### config.mk
export PLATFORM = sky130hd
export DESIGN_NAME = alu_seq_nbits
export DESIGN_NICKNAME = d
export VERILOG_FILES = /design/src/rtl/alu_seq_nbits.sv
export SDC_FILE = /design/constraint.sdc
export NUM_CORES = 1
export LEC_CHECK = 0
export BUFFER_PORTS_ARGS = -buffer_cell sky130_fd_sc_hd__buf_4
export CORE_ASPECT_RATIO = 1.1
export CORE_MARGIN = 2
export CORE_UTILIZATION = 35
export DETAILED_ROUTE_END_ITERATION = 8
export PLACE_DENSITY = 0.56
export SYNTH_ARGS = -nofsm -noshare
export SYNTH_HDL_FRONTEND = slang
export SYNTH_SLANG_ARGS = --single-unit
### constraint.sdc
create_clock -name clk -period 8.4 [get_ports clk]
set_clock_uncertainty 0.05 [all_clocks]
set_input_delay 0.42 -clock clk [delete_from_list [all_inputs] [get_ports clk]]
set_output_delay 0.42 -clock clk [all_outputs]
set_load 0.005 [all_outputs]
### src/rtl/alu_seq_nbits.sv
// Registered WIDTH-bit ALU with valid/ready handshakes and bit-serial shifts.
// Define ALU_SEQ_MUL_EN to enable the iterative shift-add multiplier on op 12.
module alu_seq_nbits #(
  parameter int WIDTH = 32
) (
  input  logic             clk,
  input  logic             rst_n,
  input  logic             in_valid,
  output logic             in_ready,
  input  logic [3:0]       op,
  input  logic [WIDTH-1:0] a,
  input  logic [WIDTH-1:0] b,
  output logic             out_valid,
  input  logic             out_ready,
  output logic [WIDTH-1:0] result,
  output logic             less_flag,
  output logic             equal_flag,
  output logic             carry_out,
  output logic             overflow,
  output logic             zero_flag,
  output logic             busy
);
  localparam int SHW = $clog2(WIDTH);

  localparam logic [3:0] OP_ADD  = 4'd0;
  localparam logic [3:0] OP_SUB  = 4'd1;
  localparam logic [3:0] OP_NOT  = 4'd2;
  localparam logic [3:0] OP_AND  = 4'd3;
  localparam logic [3:0] OP_OR   = 4'd4;
  localparam logic [3:0] OP_XOR  = 4'd5;
  localparam logic [3:0] OP_SLT  = 4'd6;
  localparam logic [3:0] OP_EQ   = 4'd7;
  localparam logic [3:0] OP_SLTU = 4'd8;
  localparam logic [3:0] OP_SLL  = 4'd9;
  localparam logic [3:0] OP_SRL  = 4'd10;
  localparam logic [3:0] OP_SRA  = 4'd11;
`ifdef ALU_SEQ_MUL_EN
  localparam logic [3:0] OP_MUL  = 4'd12;
`endif

  typedef enum logic [1:0] {IDLE, BUSY, DONE} state_e;

  typedef struct packed {
    logic [WIDTH-1:0] value;
    logic             less;
    logic             equal;
    logic             carry;
    logic             ovf;
    logic             zero;
  } res_t;

  state_e           state_q, state_d;
  res_t             res_q, res_d, alu;
  logic [WIDTH-1:0] work_q, work_d;
  logic [SHW:0]     cnt_q, cnt_d;
  logic [3:0]       op_q, op_d;
  logic [WIDTH:0]   sum, diff;
  logic             add_ovf, sub_ovf, zero_op, shift_go;
  logic [WIDTH-1:0] next_val;
`ifdef ALU_SEQ_MUL_EN
  logic [WIDTH-1:0] mplier_q, mplier_d, prod_q, prod_d;
`endif

  // Single-cycle datapath; shifts only land here when the amount is zero.
  always_comb begin
    // NOTE: every variable gets a default before the case so no latch is inferred.
    sum     = {1'b0, a} + {1'b0, b};
    diff    = {1'b0, a} + {1'b0, ~b} + (WIDTH+1)'(1);
    add_ovf = (a[WIDTH-1] == b[WIDTH-1]) && (sum[WIDTH-1] != a[WIDTH-1]);
    sub_ovf = (a[WIDTH-1] != b[WIDTH-1]) && (diff[WIDTH-1] != a[WIDTH-1]);
    alu     = '0;
    zero_op = 1'b0;
    case (op)
      OP_ADD: begin
        alu.value = sum[WIDTH-1:0];
        alu.carry = sum[WIDTH];
        alu.ovf   = add_ovf;
        zero_op   = 1'b1;
      end
      OP_SUB: begin
        alu.value = diff[WIDTH-1:0];
        alu.carry = diff[WIDTH];
        alu.ovf   = sub_ovf;
        zero_op   = 1'b1;
      end
      OP_NOT: begin alu.value = ~a;    zero_op = 1'b1; end
      OP_AND: begin alu.value = a & b; zero_op = 1'b1; end
      OP_OR:  begin alu.value = a | b; zero_op = 1'b1; end
      OP_XOR: begin alu.value = a ^ b; zero_op = 1'b1; end
      OP_SLT: begin
        alu.less  = sub_ovf ^ diff[WIDTH-1];
        alu.ovf   = sub_ovf;
        alu.value = {{(WIDTH-1){1'b0}}, sub_ovf ^ diff[WIDTH-1]};
      end
      OP_EQ: begin
        alu.equal = (a == b);
        alu.value = {{(WIDTH-1){1'b0}}, a == b};
      end
      OP_SLTU: begin
        alu.less  = ~diff[WIDTH];
        alu.value = {{(WIDTH-1){1'b0}}, ~diff[WIDTH]};
      end
      OP_SLL, OP_SRL, OP_SRA: begin alu.value = a; zero_op = 1'b1; end
      default: ;
    endcase
    alu.zero = zero_op && (alu.value == '0);
    shift_go = (op == OP_SLL || op == OP_SRL || op == OP_SRA) && (b[SHW-1:0] != '0);
  end

  always_comb begin
    state_d  = state_q;
    res_d    = res_q;
    work_d   = work_q;
    cnt_d    = cnt_q;
    op_d     = op_q;
    next_val = work_q;
`ifdef ALU_SEQ_MUL_EN
    mplier_d = mplier_q;
    prod_d   = prod_q;
`endif
    case (state_q)
      IDLE: begin
        if (in_valid) begin
          op_d = op;
          if (shift_go) begin
            work_d  = a;
            cnt_d   = {1'b0, b[SHW-1:0]};
            state_d = BUSY;
          end
`ifdef ALU_SEQ_MUL_EN
          else if (op == OP_MUL) begin
            work_d   = a;
            mplier_d = b;
            prod_d   = '0;
            cnt_d    = (SHW+1)'(WIDTH);
            state_d  = BUSY;
          end
`endif
          else begin
            res_d   = alu;
            state_d = DONE;
          end
        end
      end
      BUSY: begin
        cnt_d = cnt_q - (SHW+1)'(1);
        // One bit per cycle; SLL and the multiplicand both move left.
        case (op_q)
          OP_SRL:  work_d = work_q >> 1;
          OP_SRA:  work_d = {work_q[WIDTH-1], work_q[WIDTH-1:1]};
          default: work_d = work_q << 1;
        endcase
        next_val = work_d;
`ifdef ALU_SEQ_MUL_EN
        if (op_q == OP_MUL) begin
          if (mplier_q[0]) prod_d = prod_q + work_q;
          mplier_d = mplier_q >> 1;
          next_val = prod_d;
        end
`endif
        if (cnt_q == (SHW+1)'(1)) begin
          res_d       = '0;
          res_d.value = next_val;
          res_d.zero  = (next_val == '0);
          state_d     = DONE;
        end
      end
      DONE: begin
        if (out_ready) state_d = IDLE;
      end
      default: state_d = IDLE;
    endcase
  end

  always_ff @(posedge clk) begin
    // NOTE: state is written with non-blocking assignments so all registers update together.
    if (!rst_n) begin
      state_q  <= IDLE;
      res_q    <= '0;
      work_q   <= '0;
      cnt_q    <= '0;
      op_q     <= '0;
`ifdef ALU_SEQ_MUL_EN
      mplier_q <= '0;
      prod_q   <= '0;
`endif
    end else begin
      state_q  <= state_d;
      res_q    <= res_d;
      work_q   <= work_d;
      cnt_q    <= cnt_d;
      op_q     <= op_d;
`ifdef ALU_SEQ_MUL_EN
      mplier_q <= mplier_d;
      prod_q   <= prod_d;
`endif
    end
  end

  assign in_ready   = (state_q == IDLE);
  assign out_valid  = (state_q == DONE);
  assign busy       = (state_q != IDLE);
  assign result     = res_q.value;
  assign less_flag  = res_q.less;
  assign equal_flag = res_q.equal;
  assign carry_out  = res_q.carry;
  assign overflow   = res_q.ovf;
  assign zero_flag  = res_q.zero;

endmodule

==> tab_implementation.tex <==
\begin{tabular}{lr}
\hline
Metric & Value \\
\hline
\multicolumn{2}{l}{\textbf{STA}} \\
Final hold viol count & 0 \\
Fmax & 0.199 GHz \\
Summed negative setup slack over all endpoints & 0 ps \\
Max-slew headroom at the worst pin & 0.285 \\
Post-Route Hold Slack & around 300 ps \\
Max-slew violations & 0 \\
Unrepaired setup endpoints after global routing & false \\
Transition time at the pin with the least slew margin & 1070 ps \\
Worst setup margin & 3380 ps \\
Final worst path period share & 0.598 \\
Time the worst path needs with I/O delays and setup & 5020 ps \\
Final number of setup-violating endpoints & 0 \\
\multicolumn{2}{l}{\textbf{Power and ir drop}} \\
Total power & 1490 uW \\
Combinational share of power & 0.441 \\
Cell internal pwr & just under 900 uW \\
Net switching power of the design & between 600 and 700 uW \\
Fraction of power consumed by the clock network & 0.271 \\
Maximum VDD drop & 0.0867 mV \\
Power per cell area & 127 nW/um\^{}2 \\
Leak Pwr & 0.00482 uW \\
Fraction of power consumed by sequential logic & 0.289 \\
Switching power as a share of total power & 0.411 \\
\multicolumn{2}{l}{\textbf{Detailed routing}} \\
DRC Markers & 0 \\
Vias/cell & 6.26 \\
Number of vias in the routed layout & 12100 \\
First-iteration detailed-routing DRC count & 1324 \\
Post-detailed-routing wire length & approximately 46000 um \\
Average wire per cell in the routed design & 23.6 um \\
Count of antenna-violating nets left after detailed routing & 0 \\
TritonRoute pass-1 iters & 5 \\
\multicolumn{2}{l}{\textbf{Clock network}} \\
Buffer levels on the longest clock path & 2 \\
Clock-pin slew on the worst setup and hold paths & 70 ps \\
TritonCTS clock tree & done \\
Inserted Clock Buffers & 9 \\
Buffers inserted during post-CTS setup optimization & 0 \\
Max H-tree Level & 3 \\
TritonCTS Sinks & 81 \\
CTS Hold Bufs & 0 \\
Clock latency on the worst-skew pair & 350 ps \\
Number of gates resized after CTS & 0 \\
Root buf cell & clkbuf\_16 \\
\multicolumn{2}{l}{\textbf{Place}} \\
Dpl ws & 3160 ps \\
HPWL after detailed placement & 33900 um \\
Placer congestion estimate & around 1 \\
Port Buffers & about 110 \\
\multicolumn{2}{l}{\textbf{Worst setup path}} \\
Critical register-to-register path startpoint & cnt\_q[2] \\
Worst path top cell family by delay & compound AO/OA/AOI/OAI gates \\
Critical path launch point type & input port \\
Critical-path cell with the highest stage delay & or4\_1 \\
Critical Path Fanout Max & 7 \\
Data arrival time of the critical path & between 5000 and 6000 ps \\
Crit-path cells & buf\_4 > inv\_1 > ha\_1 > nor2\_1 > o311ai\_1 > a21oi\_1 > o21bai\_1 > o2111ai\_1 > a21oi\_1 > o31ai\_1 > a21oi\_1 > o21bai\_1 > fa\_1 > mux2i\_1 > a32oi\_1 > o2111ai\_1 > nor2\_1 > o21ai\_1 > nand4b\_1 > or4\_1 > nor4\_1 > nand4b\_1 > o31ai\_2 \\
Worst reg2reg path endpoint & zero\_flag \\
Worst path most repeated cell & a21oi\_1 \\
Worst Reg2Reg Path Length in Cells & 11 \\
R2r setup slk & 4540 ps \\
Req. time, crit path & around 8600 ps \\
Crit path capture type & register \\
Start-to-end type of the worst setup path & in2reg \\
Slowest Stage Delay on Critical Path & 430 ps \\
Worst setup endpoint & zero\_flag \\
Worst setup path startpoint & a[4] \\
Sum of buffers and inverters on the critical path & 2 \\
Count of cell instances traversed by the critical path & 23 \\
\multicolumn{2}{l}{\textbf{Logic synthesis}} \\
Cells after Synth & roughly 1500 \\
Post-synth EDFFs & 0 \\
Total number of yosys warnings & 0 \\
Async set-or-reset flop fraction in the synthesized netlist & 0 \\
Fraction of the yosys area taken by sequential cells & 0.156 \\
Synth cell types & 88 \\
Mean instance size in the synthesized netlist & 6.80 um\^{}2 \\
Most frequently used flop master after synthesis & dfxtp\_1 \\
Synthesized flop and latch total & between 80 and 90 \\
Mapped Area & 10400 um\^{}2 \\
Synthesized net count & between 1500 and 2000 \\
\multicolumn{2}{l}{\textbf{Die}} \\
Core region area & 29400 um\^{}2 \\
Site row count & 66 \\
Die Footprint & 31100 um\^{}2 \\
Die W & around 170 um \\
Initial standard-cell utilization of the core & 0.354 \\
I/O pin count & 112 \\
Chip height & 185 um \\
\multicolumn{2}{l}{\textbf{Finish}} \\
Layout Nets & 1735 \\
Final core occ & 0.399 \\
Ratio of cells with drive above 1 in the final layout & 0.108 \\
Signed area change from the synthesized netlist to the final layout & 13.0\% \\
\multicolumn{2}{l}{\textbf{Global route}} \\
Wire length of the first global-routing pass & 68800 um \\
Maximum number of pins on one net before global-route repair & 79 \\
Remaining global-route overflow & 0 \\
Initial antenna violation count & 1 \\
Number of global-route vias before repair & 11500 \\
Overall fraction of global-route tracks in use & 0.285 \\
\multicolumn{2}{l}{\textbf{Status}} \\
Result of the run & finished clean \\
\multicolumn{2}{l}{\textbf{Hold path}} \\
Min-delay worst type & in2reg \\
\multicolumn{2}{l}{\textbf{Run}} \\
Max\_cap viols & 0 \\
\hline
\end{tabular}
-- power by group through the flow --
stage	Clock [uW]	Sequential, uW	Combinational [uW]
floorplan	0	432	410
global placement	0	439	635
detailed placement	0	439	639
CTS	410	430	642
global route	419	434	710
finish	404	431	658
-- through the flow --
step | instance area, um^2 | cells
2_1_floorplan | 10400 | 1529
3_3_place_gp | 11400 | 1920
3_5_place_dp | 11400 | 1920
4_1_cts | 11700 | 1936
5_1_grt | 11700 | 1937
6_report | 11700 | 1937
-- worst reg2reg max path, cell delays in order (launching register included) --
cell and delay (ps):
dfxtp_1 350, nor3_1 640, nand4b_1 200, a21oi_1 160, buf_4 290, nand4_1 210
nor4_1 600, nand4b_1 160, or4_1 430, nor4_1 330, nand4b_1 170, o31ai_2 190
-- routing by layer --
| metal | global-route usage | part of all wire | wire, um |
|---|---|---|---|
| met5 | 0 | 0 | 0 |
| met4 | 0.115 | 0.039 | 1800 |
| met3 | 0.0414 | 0.078 | 3540 |
| met2 | 0.464 | 0.45 | 20500 |
| met1 | 0.379 | 0.43 | 19800 |
-- cell usage after synthesis, drive strengths merged, types with 8 or more instances --
cell	number	area [um^2]
a2111oi	11	116
a211o	11	96.3
a211oi	45	338
a21o	10	75.1
a21oi	158	791
a221oi	17	149
a22oi	14	105
a31oi	10	62.6
and3	13	81.3
buf	18	85.1
clkbuf	94	353
dfxtp	81	1620
ha	103	1290
inv	101	379
mux2i	18	180
nand2	165	619
nand2b	16	100
nand3	42	210
nand4	14	87.6
nor2	170	638
nor2b	22	138
nor3	37	185
nor4	28	175
o211ai	30	225
o21ai	87	439
o21bai	16	135
o221ai	10	87.6
o22ai	10	62.6
o31ai	22	175
or4	8	60.1
-- area by class of cell --
class	count	area, um^2
Multi-Input combinational cell	1234	8000
Sequential cell	81	1620
Clock buffer	12	246
Clock inverter	4	51.3
Tap cell	374	468
Inverter	102	383
Timing Repair Buffer	129	968
Fill cell	3143	17700
Antenna cell	1	2.50
-- worst min-delay path by stage --
stage                     startpoint    endpoint  slack (ps)  depth (start not counted)
after floorplan              op_q[0]     op_q[0]         390                          2
after global placement    result[11]  result[11]         390                          2
after detailed placement  result[16]  result[16]         400                          2
after CTS                  out_ready  state_q[1]         290                          3
after global routing       out_ready  state_q[1]         330                          3
final                      out_ready  state_q[1]         300                          3
-- cell usage in the layout (no fill, tap or decap), types with 21 or more instances in the layout --
cell and n:
a211oi_1 45, o211ai_1 30, ha_1 103, a21oi_1 158, nor3_1 34, nand2_1 165, dfxtp_1 81, inv_1 101
nand3_1 42, nor2b_1 21, o21ai_0 74, nor4_1 28, buf_4 129, nor2_1 170
-- kinds of logic (layout without fill, tap and decap cells) --
group	after synthesis	in the layout	synth area share
multiplexers	18	18	0.0173
XOR/XNOR	7	7	0.00590
AO/OA/AOI/OAI	538	538	0.353
AND/OR/NAND/NOR	565	565	0.259
flip-flops	81	81	0.156
adder cells (fa/ha/maj)	106	106	0.130
buffers and inverters	214	247	0.0790
other	0	1	0
-- flip-flops by register name, summed over array words and instances (netlist names) --
register    cells
cnt_q           6
op_q            4
carry_out       1
result         32
equal_flag      1
work_q         32
less_flag       1
overflow        1
zero_flag       1
state_q         2
Power figures use the tool's default switching activity.
